===== config.mk =====
export PLATFORM = sky130hd
export DESIGN_NAME = easy_fifo_wr_arb
export DESIGN_NICKNAME = d
export VERILOG_FILES = /design/src/rtl/easy_fifo_pkg.sv /design/src/rtl/easy_fifo_rr_pick.sv /design/src/rtl/easy_fifo_wr_arb.sv
export SDC_FILE = /design/constraint.sdc
export NUM_CORES = 1
export LEC_CHECK = 0
export ABC_AREA = 1
export CORE_ASPECT_RATIO = 0.6
export CORE_UTILIZATION = 29
export CTS_CLUSTER_DIAMETER = 100
export DETAILED_ROUTE_END_ITERATION = 8
export PLACE_DENSITY = 0.8
export SYNTH_ARGS = -nofsm -noshare
export SYNTH_HDL_FRONTEND = slang
export SYNTH_SLANG_ARGS = --single-unit
export TNS_END_PERCENT = 50

===== constraint.sdc =====
create_clock -name wr_clk_int -period 3.1 [get_ports wr_clk_int]
set_clock_uncertainty 0.05 [all_clocks]
set_input_delay 0.62 -clock wr_clk_int [delete_from_list [all_inputs] [get_ports wr_clk_int]]
set_output_delay 0.62 -clock wr_clk_int [all_outputs]
set_load 0.03 [all_outputs]

===== src/rtl/easy_fifo_pkg.sv =====
// Shared types and helpers for the easy_fifo write-side arbiter.
// Imported by the round-robin picker and the arbiter top.
package easy_fifo_pkg;

  typedef enum logic {
    ARB_IDLE = 1'b0,
    ARB_LOCK = 1'b1
  } arb_state_t;

  function automatic int idw(input int n);
    int w;
    w = $clog2(n);
    return (w < 1) ? 1 : w;
  endfunction

endpackage


===== src/rtl/easy_fifo_rr_pick.sv =====
// Combinational round-robin picker: first set request at or after ptr,
// wrapping at NUM_REQ.
module easy_fifo_rr_pick
  import easy_fifo_pkg::*;
#(
  parameter int NUM_REQ = 4,
  parameter int IDW     = idw(NUM_REQ)
) (
  input  logic [NUM_REQ-1:0] req,
  input  logic [IDW-1:0]     ptr,
  output logic               any,
  output logic [IDW-1:0]     idx
);

  int d;
  int best;

  // d is the wrapped distance from ptr; smallest distance wins
  always_comb begin
    any  = 1'b0;
    idx  = '0;
    d    = 0;
    best = NUM_REQ;
    for (int i = 0; i < NUM_REQ; i++) begin
      d = i - int'(ptr);
      if (d < 0) d = d + NUM_REQ;
      if (req[i] && (d < best)) begin
        best = d;
        any  = 1'b1;
        idx  = IDW'(i);
      end
    end
  end

endmodule


===== src/rtl/easy_fifo_wr_arb.sv =====
// Round-robin burst-locking arbiter sharing one FIFO write port
// among NUM_REQ producers, optionally tagging words with source ID.
module easy_fifo_wr_arb
  import easy_fifo_pkg::*;
#(
  parameter int   NUM_REQ   = 4,
  parameter int   DWIDTH    = 32,
  parameter int   MAX_BURST = 8,
  parameter bit   TAG_EN    = 1'b1,
  localparam int  IDW       = idw(NUM_REQ),
  localparam int  FW        = DWIDTH + (TAG_EN ? IDW : 0)
) (
  input  logic                      wr_clk_int,
  input  logic                      rst,
  input  logic [NUM_REQ-1:0]        req_valid,
  input  logic [NUM_REQ*DWIDTH-1:0] req_data,
  input  logic [NUM_REQ-1:0]        req_last,
  output logic [NUM_REQ-1:0]        req_ready,
  output logic [FW-1:0]             fifo_wr_data,
  output logic                      fifo_wr_en,
  input  logic                      fifo_wr_full,
  output logic [IDW-1:0]            grant_id,
  output logic                      busy
);

  localparam int BCW = $clog2(MAX_BURST + 1);

  arb_state_t       r_state;
  arb_state_t       w_state_nxt;
  logic [IDW-1:0]   r_grant;
  logic [IDW-1:0]   w_grant_nxt;
  logic [IDW-1:0]   r_ptr;
  logic [IDW-1:0]   w_ptr_nxt;
  logic [IDW-1:0]   w_ptr_inc;
  logic [BCW-1:0]   r_beat;
  logic [BCW-1:0]   w_beat_nxt;

  logic             w_any;
  logic [IDW-1:0]   w_pick;
  logic             w_vld;
  logic             w_last;
  logic             w_acc;
  logic             w_cap;
  logic [DWIDTH-1:0] w_data;
  logic [NUM_REQ-1:0] w_onehot;

  easy_fifo_rr_pick #(
    .NUM_REQ (NUM_REQ),
    .IDW     (IDW)
  ) u_pick (
    .req (req_valid),
    .ptr (r_ptr),
    .any (w_any),
    .idx (w_pick)
  );

  always_comb begin
    w_data = '0;
    w_vld  = 1'b0;
    w_last = 1'b0;
    for (int i = 0; i < NUM_REQ; i++) begin
      if (r_grant == IDW'(i)) begin
        w_data = req_data[i*DWIDTH +: DWIDTH];
        w_vld  = req_valid[i];
        w_last = req_last[i];
      end
    end
  end

  assign w_onehot  = NUM_REQ'(1) << r_grant;
  assign w_cap     = (r_beat == BCW'(MAX_BURST - 1));
  // explicit wrap keeps the pointer legal for non-power-of-2 NUM_REQ
  assign w_ptr_inc = (r_grant == IDW'(NUM_REQ - 1)) ?
                     '0 : r_grant + IDW'(1);

  always_comb begin
    w_state_nxt = r_state;
    w_grant_nxt = r_grant;
    w_ptr_nxt   = r_ptr;
    w_beat_nxt  = r_beat;
    w_acc       = 1'b0;
    req_ready   = '0;
    unique case (r_state)
      ARB_IDLE: begin
        if (w_any) begin
          w_state_nxt = ARB_LOCK;
          w_grant_nxt = w_pick;
          w_beat_nxt  = '0;
        end
      end
      ARB_LOCK: begin
        if (!fifo_wr_full) req_ready = w_onehot;
        w_acc = w_vld & ~fifo_wr_full;
        if (w_acc) begin
          w_beat_nxt = r_beat + BCW'(1);
          if (w_last || w_cap) begin
            w_state_nxt = ARB_IDLE;
            w_ptr_nxt   = w_ptr_inc;
          end
        end
      end
      default: w_state_nxt = ARB_IDLE;
    endcase
  end

  always_ff @(posedge wr_clk_int or posedge rst) begin
    if (rst) begin
      r_state <= ARB_IDLE;
      r_grant <= '0;
      r_ptr   <= '0;
      r_beat  <= '0;
    end else begin
      r_state <= w_state_nxt;
      r_grant <= w_grant_nxt;
      r_ptr   <= w_ptr_nxt;
      r_beat  <= w_beat_nxt;
    end
  end

  assign fifo_wr_en = w_acc;
  assign busy       = (r_state == ARB_LOCK);
  assign grant_id   = r_grant;

  generate
    if (TAG_EN) begin : g_tag
      assign fifo_wr_data = {r_grant, w_data};
    end else begin : g_notag
      assign fifo_wr_data = w_data;
    end
  endgenerate

endmodule


==> key figures <==
Status
  • Status: completed

Drt
  • Vias: 2775
  • Drt pass-1 iters: 4
  • Vias/cell: 4.77
  • Post-DRT Antenna Nets: 0
  • Wire per inst: 14.1 µm
  • Initial DRC count: 98
  • Routed WL: 8.22 mm
  • # DRC: 0

Yosys
  • Avg Inst Size Synth: 5.21 µm²
  • Post-synth EDFFs: 0
  • Flops & latches, synth: 9
  • Cell with the most instances after synthesis: nand2_1
  • Top post-synthesis cells by count: nand2_1, o21ai_0, a21oi_1
  • Yosys cell types: 22
  • Synth Net Count: 474
  • Top cell type's share of synthesized area: 0.275
  • Async set or reset register ratio after synthesis: 1.00
  • Post-synthesis cell count: 328
  • Seq/Total Area, Yosys: 0.132
  • Yosys warns: 0
  • Synth area leaders: nand2_1, o21ai_0, dfrtp_1
  • Synthesized area: 1710 µm²
  • Post-synth top flop: dfrtp_1
  • Area leader, netlist: nand2_1

Place
  • RePlAce Congestion: just over 0.9
  • DP HPWL: 6.78 mm
  • Port bufs: 180

Setup path
  • CP startpoint kind: register
  • Worst Reg-to-Reg Cells: 18
  • Crit path DAT: 2.27 ns
  • Maximum fanout along the worst path: 14
  • CP Data Required Time: between 2 and 2.5 ns
  • CP Class: register to output port
  • Crit. End Element: output port

STA
  • Tcrit/Tclk final: 0.949
  • RSZ-0062 raised after global routing: no
  • Count of final hold-check violations: 0
  • Slew @ Worst Pin: 0.343 ns
  • Hold slack: between 0.4 and 0.5 ns
  • Final Setup Violations: 0
  • Final min period: 2.94 ns
  • Fmax: 340 MHz
  • Rel. slew slack: 0.769
  • Final Max Tran Viols: 0

GRT
  • First-pass GRT wire length: 11.8 mm
  • All-Layer GR Usage: 0.243
  • Initial antenna violation count: 0
  • GRT overflow: 0
  • Vias in the first global route: about 2400
  • Maximum number of pins on one net before global-route repair: 35

Clocking
  • Reg clk slew, reported paths: about 0.05 ns
  • Clock latency on the worst-skew pair: 0.24 ns
  • Root buffer cell: clkbuf_8
  • Clock Sinks: 9
  • Num CTS Buffers: 3
  • H-tree lvl count: 1
  • Clock Tree Buf Depth: 2
  • CTS tree: yes

Die
  • Io pins: 181
  • Core Region: 5620 µm²
  • Die area: 6210 µm²
  • FP Rows: 21
  • Die Span Y: 61.5 µm
  • Initial Util: 0.304
  • Die Width: 101 µm

Power and ir drop
  • Power density over the cells: 1010 nW/µm²
  • Total Power: 3.71 mW
  • VDD IR max: around 0.55 mV
  • Leak: 1.78 nW

Min path
  • Worst Hold Depth: 2
  • Hold Crit Class: register to register

Finish
  • Antenna cells: 0
  • Fillers: 549
  • Nets: 649
  • Area grow syn2layout: 116%
  • Final Util: 0.656
  • Share of layout cells above drive strength 1: 0.0717

Job
  • Max-cap viol count: 0
layer usage:
| layer | part of all wire | vias up | track usage |
|---|---|---|---|
| li1 | - | 1421 | - |
| met3 | 0.090 | 11 | 0.0568 |
| met4 | 0.012 | 0 | 0.0393 |
| met5 | 0 | - | 0 |
| met1 | 0.44 | 1217 | 0.313 |
| met2 | 0.46 | 126 | 0.428 |
power breakdown:
group,switching (mW),internal (mW)
Clock,0.0499,0.0899
Combinational,2.09,1.27
Sequential,0.0489,0.167
worst max-delay path, stage by stage, from the launching register on:
cell and delay, ns:
dfrtp_1 0.42, ha_1 0.28, inv_2 0.12, nand2_2 0.09, inv_2 0.09, buf_4 0.21, nand2_1 0.07, nand2_1 0.08
o21ai_0 0.07, o21ai_0 0.19, dlygate4sd1_1 0.43
registers in the layout (all words and copies together) (netlist names):
signal	flops
r_beat	4
busy	1
grant_id	2
r_ptr	2
repair_timing:
item                                    in CTS  in global routing
endpoints found under the hold margin        0                  0
hold buffers                                 0                  0
gates resized for setup                     17                 19
setup buffers                                0                  0
endpoints found under the setup margin      17                 19
worst paths after layout:
check	start	endpoint	slack (ns)
max	grant_id[0]	fifo_wr_data[1]	0.16
min	r_beat[1]	r_beat[1]	0.46
max reg2reg	r_ptr[1]	grant_id[1]	0.62
min reg2reg	r_beat[1]	r_beat[1]	0.46
max in group asynchronous	rst	r_ptr[1]	2.17
min in group asynchronous	rst	r_beat[2]	0.59
through the flow:
stage,instance area [µm²],instances,setup slack [ns],TNS [ns]
finish,3690,582,0.157,0
CTS,3640,582,0.00162,0
detailed placement,3620,578,-0.0232,-0.0404
global route,3690,582,0.00198,0
floorplan,1710,328,0.225,0
global placement,3620,578,0.101,0
placed cells by master, fill, tap and decap left out, types with 2 or more instances in the layout:
cell type and n:
clkdlybuf4s50_1 145, nand2_1 125, o21ai_0 67, a21oi_1 38, inv_1 17, dlygate4sd2_1 15
dlymetal6s2s_1 15, buf_4 14, nor2_1 10, dfrtp_1 9, nand3_1 6, inv_2 6
o21ai_1 6, ha_1 6, nor2_2 3, clkbuf_8 3, nand2_2 2, o211ai_1 2
or2_2 2, buf_12 2
final cells by class:
| class | instances | area (µm²) | share of cell area |
|---|---|---|---|
| Timing Repair Buffer | 193 | 1930 | 0.525 |
| Multi-Input combinational cell | 273 | 1290 | 0.351 |
| Sequential cell | 9 | 225 | 0.0611 |
| Tap cell | 80 | 100 | 0.0272 |
| Inverter | 23 | 86.3 | 0.0234 |
| Clock buffer | 4 | 45.0 | 0.0122 |
logic make-up (layout without fill, tap and decap cells):
kind of cell | Yosys count | count (layout) | synth area share
xor+xnor | 1 | 1 | 0.00513
simple gates | 148 | 148 | 0.340
buf+inv | 46 | 220 | 0.114
flops | 9 | 9 | 0.132
compound gates | 117 | 117 | 0.358
fa+ha+maj | 7 | 7 | 0.0512
No activity file was read; power rests on OpenSTA's default activity.
